===== src/rtl/display_bcd_2d_pkg.sv =====
// Shared 7-segment constants and slot encoding for the multiplexed display blocks.
// Patterns are {g,f,e,d,c,b,a}, active-low, for common-anode parts.
package display_bcd_2d_pkg;

    localparam logic [6:0] SEG_0    = 7'b1000000;
    localparam logic [6:0] SEG_1    = 7'b1111001;
    localparam logic [6:0] SEG_2    = 7'b0100100;
    localparam logic [6:0] SEG_3    = 7'b0110000;
    localparam logic [6:0] SEG_4    = 7'b0011001;
    localparam logic [6:0] SEG_5    = 7'b0010010;
    localparam logic [6:0] SEG_6    = 7'b0000010;
    localparam logic [6:0] SEG_7    = 7'b1111000;
    localparam logic [6:0] SEG_8    = 7'b0000000;
    localparam logic [6:0] SEG_9    = 7'b0010000;
    localparam logic [6:0] SEG_DASH = 7'b0111111;
    localparam logic [6:0] SEG_OFF  = 7'b1111111;

    localparam logic [1:0] DIG_UNITS = 2'b10;
    localparam logic [1:0] DIG_TENS  = 2'b01;
    localparam logic [1:0] DIG_OFF   = 2'b11;

    typedef enum logic {
        SLOT_UNITS = 1'b0,
        SLOT_TENS  = 1'b1
    } slot_t;

endpackage


===== src/rtl/display_bcd_2d_7seg.sv =====
// Combinational BCD to active-low 7-segment decoder; codes 10-15 render as a dash.
module bcd_7seg
    import display_bcd_2d_pkg::*;
(
    input  logic [3:0] bcd,
    output logic [6:0] pattern
);

    always_comb begin
        pattern = SEG_DASH;
        case (bcd)
            4'd0:    pattern = SEG_0;
            4'd1:    pattern = SEG_1;
            4'd2:    pattern = SEG_2;
            4'd3:    pattern = SEG_3;
            4'd4:    pattern = SEG_4;
            4'd5:    pattern = SEG_5;
            4'd6:    pattern = SEG_6;
            4'd7:    pattern = SEG_7;
            4'd8:    pattern = SEG_8;
            4'd9:    pattern = SEG_9;
            default: pattern = SEG_DASH;
        endcase
    end

endmodule


===== src/rtl/display_bcd_2d.sv =====
// Two-digit multiplexed 7-segment driver: frame-synchronous capture of M/S,
// tens leading-zero blanking, whole-display blink and invalid-BCD flag.
module display_bcd_2d
    import display_bcd_2d_pkg::*;
#(
    parameter int SCAN_DIV  = 50000,
    parameter int BLINK_DIV = 250
) (
    input  logic       clock,
    input  logic       reset,
    input  logic [3:0] M,
    input  logic [3:0] S,
    input  logic       blank_zero,
    input  logic       blink_en,
    output logic [6:0] seg,
    output logic [1:0] dig,
    output logic       err
);

    localparam int DIV_W = $clog2(SCAN_DIV);
    localparam int BLK_W = (BLINK_DIV > 1) ? $clog2(BLINK_DIV) : 1;
    localparam logic [DIV_W-1:0] DIV_LAST = DIV_W'(SCAN_DIV - 1);
    localparam logic [BLK_W-1:0] BLK_LAST = BLK_W'(BLINK_DIV - 1);

    logic [DIV_W-1:0] div_cnt;
    logic [BLK_W-1:0] blink_cnt;
    slot_t            slot;
    logic             blink_phase;
    logic [3:0]       m_q;
    logic [3:0]       s_q;

    logic             tick;
    logic             frame_end;
    logic [3:0]       sel_digit;
    logic [6:0]       sel_pattern;
    logic             blank;
    logic [6:0]       seg_next;
    logic [1:0]       dig_next;

    assign tick      = (div_cnt == DIV_LAST);
    assign frame_end = tick && (slot == SLOT_TENS);
    assign sel_digit = (slot == SLOT_TENS) ? s_q : m_q;

    bcd_7seg u_dec (
        .bcd     (sel_digit),
        .pattern (sel_pattern)
    );

    // blink_phase is only ever 0 while blinking was enabled, so testing the
    // phase alone keeps the display dark for the edge that forces it back on.
    always_comb begin
        blank    = !blink_phase ||
                   ((slot == SLOT_TENS) && blank_zero && (s_q == 4'd0));
        seg_next = blank ? SEG_OFF : sel_pattern;
        dig_next = blank ? DIG_OFF : ((slot == SLOT_TENS) ? DIG_TENS : DIG_UNITS);
    end

    always_ff @(posedge clock) begin
        if (reset) begin
            div_cnt     <= '0;
            slot        <= SLOT_UNITS;
            m_q         <= 4'd0;
            s_q         <= 4'd0;
            blink_cnt   <= '0;
            blink_phase <= 1'b1;
            seg         <= SEG_OFF;
            dig         <= DIG_OFF;
            err         <= 1'b0;
        end else begin
            if (tick) begin
                div_cnt <= '0;
                slot    <= (slot == SLOT_UNITS) ? SLOT_TENS : SLOT_UNITS;
            end else begin
                div_cnt <= div_cnt + 1'b1;
            end

            if (frame_end) begin
                m_q <= M;
                s_q <= S;
            end

            if (!blink_en) begin
                blink_cnt   <= '0;
                blink_phase <= 1'b1;
            end else if (frame_end) begin
                if (blink_cnt == BLK_LAST) begin
                    blink_cnt   <= '0;
                    blink_phase <= ~blink_phase;
                end else begin
                    blink_cnt <= blink_cnt + 1'b1;
                end
            end

            seg <= seg_next;
            dig <= dig_next;
            err <= (m_q > 4'd9) || (s_q > 4'd9);
        end
    end

endmodule

===== config.mk =====
export PLATFORM = sky130hd
export DESIGN_NAME = display_bcd_2d
export DESIGN_NICKNAME = d
export VERILOG_FILES = /design/src/rtl/display_bcd_2d_pkg.sv /design/src/rtl/display_bcd_2d_7seg.sv /design/src/rtl/display_bcd_2d.sv
export SDC_FILE = /design/constraint.sdc
export NUM_CORES = 1
export LEC_CHECK = 0
export ABC_AREA = 0
export CAP_MARGIN = 20
export CORE_MARGIN = 2
export CORE_UTILIZATION = 56
export DETAILED_ROUTE_END_ITERATION = 10
export DONT_BUFFER_PORTS = 1
export PLACE_DENSITY_LB_ADDON = 0.05
export SYNTH_ARGS = -nofsm -noshare
export SYNTH_HDL_FRONTEND = slang
export SYNTH_HIERARCHICAL = 1
export SYNTH_SLANG_ARGS = --single-unit

===== constraint.sdc =====
create_clock -name clock -period 2.3 [get_ports clock]
set_clock_uncertainty 0.2 [all_clocks]
set_input_delay 0.345 -clock clock [delete_from_list [all_inputs] [get_ports clock]]
set_output_delay 0.345 -clock clock [all_outputs]
set_load 0.005 [all_outputs]

Word level (Yosys, flattened, before mapping). Memories as Yosys holds them, arrays and structs flattened. A register that Yosys moved wholly into a read port is not among the register bits. Cells that the tools add are included.

Flip-flop bits (word level): 37. Input bits: 12. Output and inout port bits: 10. Word-level logic and storage cells: 32. Bits in read-only memories: 112. Memories kept: 1.

Memories: (no name shown) (depth 16, bits a word 7, rd ports 1, clocked after memory_dff 1, write ports 0, line display_bcd_2d_7seg.sv:11) `case (bcd)`.

Bitwise logic cells: 2. Magnitude comparators: 2. $add $sub $neg: 2. Multiplexer cells: 4. Equality and inequality tests: 2. Reduce and logical (&&, ||, !) cells: 11.

Operators with widths (number): $add 16x1->16 const B (1); $eq 16x16->1 const B (1); $add 8x1->8 const B (1); $eq 8x8->1 const B (1); $gt 4x4->1 const B (2); $mux 8 (1); $reduce_or 2->1 (3); $logic_not 4->1 (1); $mux 4 (1); $logic_and 1x1->1 (3); $logic_or 1x1->1 (2); $mux 2 (1); $not 1->1 (2); $reduce_and 2->1 (1); $logic_not 1->1 (1); $mux 1 (1).

Longest topological paths before layout. Gate-level depths: netlist (run 1).

Depth after elaboration: 4. Gate-level depth with buffers: 7. Depth with buffers taken out: 6.

Cells and area by module. The synthesis (run 1) kept the hierarchy.

Modules (own cells, without submodules): display_bcd_2d (cells each 213, area each 1914.3 sq um, instances 1, seq. area each 880.8 sq um); bcd_7seg (cells each 31, area each 224.0 sq um, instances 1, seq. area each 0.0 sq um).

Worst setup path before layout (run 1). Ideal clock, no wire load.

Path kind: flip-flop to flip-flop. Start point: register slot. End point: register seg[2]. Data arrival time: 1.515 ns. Cell stages (with the launch flop): 7. Path slack: 0.466 ns. Path buffers: 2. Period minus slack after synthesis: 1.834 ns. Required time: 1.981 ns. Setup time: 0.119 ns. Path through: dfxtp_1 buf_2 mux2_2 buf_2 or2_0 a21o_1 or2b_1.

Elaborated cells on any way between the ends: 5. Those cells by class: mux (1); reduce/logical (4).

RTL lines: start, declared (line display_bcd_2d.sv:27) `slot_t slot;`; start signal, assigned (line display_bcd_2d.sv:72) `slot <= (slot == SLOT_UNITS) ? SLOT_TENS : SLOT_UNITS;`; $mux 4 (line display_bcd_2d.sv:42) `assign sel_digit = (slot == SLOT_TENS) ? s_q : m_q;`; via sel_digit[2] (line display_bcd_2d.sv:34) `logic [3:0] sel_digit;`; end, declared (line display_bcd_2d.sv:15) `output logic [6:0] seg,`.

The timed path passes the listed nets, and every way through them passes these cells. A chain may end at the register's enable or synchronous reset.

Worst setup path in the final report (run 1).
Start point: register slot. End point: register blink_cnt[3].

Word-level cells in the longest chain between the ends: 1.

Ends and longest elaborated chain: $logic_and 1x1->1 (line display_bcd_2d.sv:41) `assign frame_end = tick && (slot == SLOT_TENS);`; end signal, assigned (line display_bcd_2d.sv:90) `blink_cnt <= blink_cnt + 1'b1;`; end, declared (line display_bcd_2d.sv:26) `logic [BLK_W-1:0] blink_cnt;`.

No other way between the ends.

==> metrics.txt, run 1 <==
DIE AREA 4330 µm²; Congestion Overflow GR 0; placed insts 285; Initial DRC Count 94; Yosys top cell by area dfxtp_1; DRC Markers 0; Tmin final roughly 2 ns; top-area cell type share of the netlist area approximately two fifths; Distinct cells, synth 46; syn avg cell area roughly 9 µm²; Site Rows 22; hold violation count in the final report 0; fraction of layout cells with a size suffix above 1 between 8 and 9%; first-pass GRT wire length about 7200 µm; FF+latch count, synth 44; Async SR Flop Fraction 0%; Worst VDD drop between 0.0005 and 0.0006 V; sequential area share after synthesis 41.2%; Top Family by Delay on Critical Path simple AND/OR/NAND/NOR gates; Non-Filler Instances just over 300; Worst-path clk slew around 0.080 ns; Synth area leaders dfxtp_1, nand2_1, ha_1; worst-margin pin slew ~0.56 ns; DP HPWL 2840 µm; Max Slew Vio Count 0; final instance area about 2400 µm²; Most Frequent Cell on Critical Path and4_1; setup TNS 0 ns; Buffers on Ports 0; Initial Util about 60%; DRT antenna net count 0; Nets 273; number of flops mapped to enable cells by yosys 0; CTS tree built; DR WL/cell between 10 and 15 µm; Commonest cells post-synth dfxtp_1, nand2_1, a21oi_1, nor2_1, nand3_1; routed wire length roughly 4200 µm; syn nets 264; required time of the critical path 2.30 ns; RSZ-0062 raised after global routing false; count leader, synth dfxtp_1; LEAKAGE 0.873 nW; Syn Std Cell Area around 2100 µm²; fmax around 500 MHz; vias in the first global route between 1500 and 2000; Hold Crit Class input port to register; Max-cap violations 0; post-route clock period utilization 86.9%; CP peak stage delay roughly 0.51 ns; Die W approximately 66 µm; slowest stage cell, crit path dfxtp_1; clk sinks 44; Core ar. around 3700 µm²; Post-synth top flop dfxtp_1; I/O pins 22; Vias approximately 1700; Num CTS Buffers 5; Post-DP Area ~2200 µm²; CTS H-tree depth 2; Max clock buf depth 2; worst setup path class register to register; Worst-Skew Late Latency 0.30 ns; status complete, no violations; worst-path maximum fanout 11; Crit. End Element register; Worst slew margin a little over three fifths; ANT cells 0; DR vias/cell ~5.6; initial antenna violation count 0; cells along the critical path and4_1, and4_1, o21ai_0, a32o_1; critical path arrival about 2 ns; 1st-pass router iterations 4; cts repair resizes 0; Yosys Warn Count 6; largest net degree at the start of global routing 16; Root Driver clkbuf_8; worst path bufs/invs 0; # fillers ~300; crit path launch type register; Die Y roughly 66 µm; number of cells produced by synthesis ~240; PwrDens roughly 680 nW/µm²; GPL Wtd Cong roughly 0.84; area delta synth->final 12.9%; Final Setup Violations 0; GRT Total Usage approximately 22%
flip-flops by register name (all words and copies together), names as in the netlist:
signal / cells
div_cnt: 16
blink_cnt: 8
seg: 7
m_q: 4
s_q: 4
dig: 2
blink_phase: 1
err: 1
slot: 1
power by group:
| part | leakage, nW | internal (mW) | total, mW | switching, mW |
|---|---|---|---|---|
| sequential | 0.358 | 0.772 | 0.780 | 0.00783 |
| clock | 0.0784 | 0.543 | 0.808 | 0.265 |
| combinational | 0.437 | 0.0210 | 0.0432 | 0.0222 |
| total | 0.873 | 1.34 | 1.63 | 0.295 |
tightest hold or removal path: cells and delay by family:
kind | cells | cell delay [ns]
AND/OR/NAND/NOR | 2 | 0.09
buffers and inverters | 1 | 0.16
worst paths after layout:
check | start | end | cells after the start | slack [ns]
hold reg to reg | m_q[0] | m_q[0] | 2 | 0.26
setup / recovery | slot | blink_cnt[3] | 4 | 0.30
hold / removal | reset | dig[1] | 3 | 0.11
setup reg to reg | slot | blink_cnt[3] | 4 | 0.30
per-layer routing:
metal	wire (µm)	share of wire [%]	GRT usage (%)
met1	1980	48	28.2
met5	0	0	0
met4	52	1.3	7.03
met2	1990	48	34.5
met3	123	3.0	7.84
per-stage QoR:
| stage | setup WS [ns] | total power, mW | hold slack, ns | util, % |
|---|---|---|---|---|
| after floorplan | 0.466 | 0.821 | 0.214 | - |
| after global placement | 0.389 | 0.826 | 0.216 | 59.1 |
| after detailed placement | 0.332 | 0.826 | 0.218 | 59.1 |
| after CTS | 0.324 | 1.65 | 0.109 | 65.9 |
| after global routing | 0.161 | 1.69 | 0.115 | 65.9 |
| final | 0.301 | 1.63 | 0.114 | 65.9 |
cells by family after synthesis:
family                     synth area share [%]
AOI/OAI and AO/OA                          11.2
DFF                                        41.2
and+or+nand+nor                            31.0
muxes                                      2.57
adders and majority gates                  4.68
xor gates and xnor gates                   4.92
buffers and inverters                      4.39
placed cells by master, fill, tap and decap left out, types with 5 or more instances in the layout:
| cell | instances |
|---|---|
| nor2_1 | 19 |
| and3_1 | 6 |
| dfxtp_1 | 44 |
| clkbuf_8 | 5 |
| nand2b_1 | 8 |
| nor3_1 | 6 |
| nor3b_1 | 5 |
| nand3_1 | 11 |
| dlygate4sd3_1 | 9 |
| o21ai_0 | 9 |
| ha_1 | 8 |
| nand2_1 | 27 |
| xnor2_1 | 7 |
| a21oi_1 | 19 |
| xor2_1 | 5 |
| inv_1 | 8 |
| nand4_1 | 5 |
timing repair:
item	in CTS	in global routing
buffers inserted	0	0
hold buffers	9	0
hold endpoints to repair	11	0
layout make-up:
class                   count  area, µm²  area share (%)
multi-input cells         181       1160            48.2
flip-flops and latches     44        881            36.5
repair buffers             13        120            4.98
clock inverters             3       90.1            3.73
clock buffers               5       68.8            2.85
well taps                  48       60.1            2.49
inverters                   8       30.0            1.24
No activity file was read; power rests on OpenSTA's default activity.
==> inputs of run 2 (changes only) <==
CORE_MARGIN = 5   (was 2)
CORE_UTILIZATION = 42   (was 56)
==> run 2 against run 1 <==
Flip-flop and latch count stayed put. Sequential power about the same. Routed wire length rose by 1.3%.
==> metrics.txt, run 2 (synthesis results as in run 1) <==
setup TNS 0 ns; most common cell after layout, fill and taps aside dfxtp_1; first-pass GRT wire length between 7000 and 8000 µm; Worst slew margin between 50% and 60%; Worst VDD drop ~0.00044 V; # fillers 520; LEAKAGE approximately 0.86 nW; Initial DRC Count 40; Congestion Overflow GR 0; Num CTS Buffers 5; Die W between 80 and 90 µm; PwrDens 595 nW/µm²; commonest non-fill, non-tap cells in the layout dfxtp_1, nand2_1, nor2_1, a21oi_1, nand3_1; cts repair resizes 0; GRT Total Usage between 10% and 20%; DRT antenna net count 0; Hold Crit Class input port to register; Max-cap violations 0; CP peak stage delay 0.51 ns; Max clock buf depth 2; ANT cells 0; DR vias/cell roughly 5.1; hold violation count in the final report 0; total power draw ~1.4 mW; worst-path maximum fanout 9; crit path launch type register; Nets about 270; DRC Markers 0; post-route clock period utilization roughly 85%; vias in the first global route roughly 1500; GPL Wtd Cong approximately 0.77; Clock Power Share 42.3%; Worst-Skew Late Latency roughly 0.3 ns; CP startpoint slot; worst-margin pin slew between 0.6 and 0.7 ns; largest net degree at the start of global routing 16; critical path arrival about 2 ns; hold_ws about 0.12 ns; NetSw a little over 0.3 mW; Site Rows 26; worst setup path class register to register; Vias ~1700; Worst-path clk slew 0.09 ns; Most Frequent Cell on Critical Path nor2_1; Logic pwr share roughly 3.1%; Sw Ratio a little over a fifth; Root Driver clkbuf_8; DIE AREA between 6000 and 7000 µm²; Core ar. between 5000 and 6000 µm²; Max Slew Vio Count 0; status complete, no violations; slowest stage cell, crit path dfxtp_1; clk sinks 44; fraction of layout cells with a size suffix above 1 under 10%; I/O pins 22; DR WL/cell roughly 13 µm; required time of the critical path between 2 and 2.5 ns; routed wire length ~4200 µm; Post-DP Area roughly 2200 µm²; final instance area 2410 µm²; cells along the critical path mux2_2, inv_1, ha_1, nor2_1, nor2_1, or2b_1; area delta synth->final 12.5%; Final Setup Violations 0; 1st-pass router iterations 4; Largest register FFs 16; reg-to-reg startpoint slot; initial antenna violation count 0; CTS tree built; sequential share of power between 50% and 60%; top flop regs div_cnt (16), blink_cnt (8), seg (7); Tmin final around 2 ns; internal cell power 1.12 mW; fmax between 500 and 600 MHz; Crit. End Element register; Setup Buffers After CTS 0; DP HPWL approximately 3000 µm; CTS H-tree depth 2; hold path startpoint reset; RSZ-0062 raised after global routing false; most flop-heavy register div_cnt; Buffers on Ports 0; Initial Util approximately 43%; Die Y just over 80 µm
[run 2: cell count changes in the layout (fill, tap and decap cells not counted), sizes merged]
cell / before / now
clkinv: 0 / 2
bufinv: 3 / 1
buf: 4 / 5
[run 2: routing by layer]
layer	wire length, µm	part of all wire, %	global-route usage, %	vias to the layer above
li1	-	-	-	868
met4	63	1.5	5.57	0
met3	124	2.9	3.33	5
met1	2200	52	19.2	755
met5	0	0	0	-
met2	1820	43	20.4	23
[run 2: layout make-up]
| cell class | instances | area, µm² | area share, % |
|---|---|---|---|
| multi-input combinational | 181 | 1160 | 48.4 |
| inverter | 8 | 30.0 | 1.25 |
| tap | 70 | 87.6 | 3.64 |
| clock buffer | 5 | 68.8 | 2.86 |
| sequential | 44 | 881 | 36.6 |
| timing repair buffer | 14 | 128 | 5.30 |
| clock inverter | 3 | 47.5 | 1.98 |
[run 2: final timing paths]
check,cells after the start,endpoint,slack (ns)
max,6,seg[1],0.34
min,3,seg[6],0.12
max reg2reg,6,seg[1],0.34
min reg2reg,2,m_q[0],0.26
[run 2: timing repair]
action | in CTS | in global routing
setup endpoints to repair | 0 | 0
hold endpoints to repair | 11 | 0
hold buffers | 9 | 0
[run 2: worst max-delay path, delay by kind of cell, from the launching register on]
kind                     cells  cell delay, ns
flip-flops                   1            0.51
AND/OR/NAND/NOR              3            0.35
buffers and inverters        1            0.11
multiplexers                 1            0.44
adder cells (fa/ha/maj)      1            0.24
[run 2: power groups by stage]
stage / logic [mW] / clock network (mW) / registers, mW
2_1_floorplan: 0.0263 / 0 / 0.795
3_3_place_gp: 0.0303 / 0 / 0.798
3_5_place_dp: 0.0301 / 0 / 0.799
4_1_cts: 0.0455 / 0.628 / 0.781
5_1_grt: 0.0507 / 0.661 / 0.783
6_report: 0.0447 / 0.606 / 0.781
[run 2: stage by stage]
step	util (%)	setup WS, ns	cells
floorplan	-	0.466	244
CTS	48.0	0.328	325
global route	48.0	0.187	325
finish	48.0	0.337	325
detailed placement	43.9	0.347	308
global placement	43.9	0.375	308
==> inputs of run 3 (changes only) <==
DONT_BUFFER_PORTS = default   (was 1)
==> run 3 against run 2 <==
Maximum frequency down 4.3%. Design area up 5.4%. Cell count up 5.2%. Core utilization up 2.6 points. First-iteration DRC count up 25%. Non-clock buffer count up 17. Critical path depth down 1. Worst hold slack better by 0.14 ns. Worst setup slack worse by 0.087 ns. Routed wire length up 1.9%. Critical endpoint is now blink_cnt[6]. Largest power group unchanged.
==> metrics.txt, run 3 (synthesis results as in run 1) <==
routed wire length between 4000 and 5000 µm; first-pass GRT wire length 7250 µm; Max clock buf depth 2; area delta synth->final 18.5%; PwrDens 529 nW/µm²; Final Setup Violations 0; commonest non-fill, non-tap cells in the layout dfxtp_1, nand2_1, clkdlybuf4s50_1, nor2_1, a21oi_1; GPL Wtd Cong ~0.75; cts hold-fix bufs 0; Setup Buffers After CTS 0; Nets ~290; Hold Path Sink m_q[0]; Initial DRC Count 50; DR WL/cell 12.5 µm; Crit. End Element register; Initial Util between 40 and 50%; largest net degree at the start of global routing 16; cts repair resizes 0; Worst R2R End blink_cnt[6]; placed insts 334; fmax ~500 MHz; Num CTS Buffers 5; required time of the critical path ~2.3 ns; I/O pins 22; CTS H-tree depth 2; Max-cap violations 0; Hold Crit Class register to register; status complete, no violations; Core ar. 5010 µm²; reg2reg path depth 5; Die Y ~80 µm; top flop regs div_cnt (16), blink_cnt (8), seg (7); most flop-heavy register div_cnt; WHS Path Cells 2; critical path arrival ~2.1 ns; Non-Filler Instances 342; DRT antenna net count 0; vias in the first global route about 1600; Max Slew Vio Count 0; fraction of layout cells with a size suffix above 1 around 10%; Worst-Skew Late Latency ~0.30 ns; Die W a little over 80 µm; RSZ-0062 raised after global routing false; worst-margin pin slew about 0.34 ns; Largest register FFs 16; 1st-pass router iterations 4; clk sinks between 40 and 50; # fillers about 520; Worst-path clk slew 0.09 ns; DP HPWL 2980 µm; most common cell after layout, fill and taps aside dfxtp_1; worst-path maximum fanout 14; post-route clock period utilization between 80 and 90%; hold violation count in the final report 0; GRT Total Usage between 10% and 20%; DR vias/cell between 5 and 6; worst setup path class register to register; Vias about 1700; CTS tree built; Root Driver clkbuf_8; initial antenna violation count 0; ANT cells 0; Worst VDD drop ~0.00028 V; Buffers on Ports 21; Worst slew margin 77.0%; DRC Markers 0; Tmin final a little over 2 ns; reg-to-reg startpoint div_cnt[0]; Congestion Overflow GR 0; DIE AREA approximately 6600 µm²; crit path launch type register; internal reg-to-reg setup slack around 0.25 ns; setup TNS 0 ns; Site Rows 26; LEAKAGE around 0.9 nW; hold path startpoint m_q[0]
## run 3: worst max path at each step
stage | endpoint | slack [ns] | startpoint
floorplan | seg[2] | 0.47 | slot
detailed placement | blink_cnt[6] | 0.24 | div_cnt[0]
global route | blink_cnt[6] | 0.08 | div_cnt[0]
finish | blink_cnt[6] | 0.25 | div_cnt[0]
CTS | blink_cnt[6] | 0.24 | div_cnt[0]
global placement | blink_cnt[5] | 0.31 | div_cnt[0]
## run 3: critical path, cell delays in order, from the launching register on
cell and delay (ns):
dfxtp_1 0.38, ha_1 0.23, and4_1 0.24, nand4_2 0.31, or4_1 0.55, o21ai_0 0.08
## run 3: layout make-up
type,count,area (µm²),area share [%]
repair buffers,31,285,11.3
inverters,8,30.0,1.18
multi-input cells,181,1160,45.9
clock buffers,5,68.8,2.71
flip-flops and latches,44,881,34.7
clock inverters,3,18.8,0.740
well taps,70,87.6,3.46
## run 3: power breakdown
group	switching [mW]	total, mW	internal, mW
combinational	0.0302	0.0747	0.0445
clock	0.276	0.488	0.212
sequential	0.00484	0.777	0.772
total	0.311	1.34	1.03
## run 3: metrics by stage
stage	power, mW	setup slack (ns)	hold WS [ns]	instance area (µm²)	util (%)
final	1.34	0.250	0.258	2530	50.6
after global routing	1.41	0.0776	0.268	2530	50.6
after CTS	1.36	0.242	0.259	2530	50.6
after detailed placement	0.870	0.237	0.244	2450	48.9
after global placement	0.871	0.312	0.241	2450	48.9
after floorplan	0.821	0.466	0.214	2140	-
## run 3: routing by layer
| metal | global-route usage, % | part of all wire [%] | up-vias |
|---|---|---|---|
| li1 | - | - | 907 |
| met4 | 5.07 | 1.3 | 0 |
| met2 | 20.1 | 41 | 32 |
| met1 | 19.9 | 52 | 782 |
| met3 | 3.77 | 5.0 | 5 |
| met5 | 0 | 0 | - |
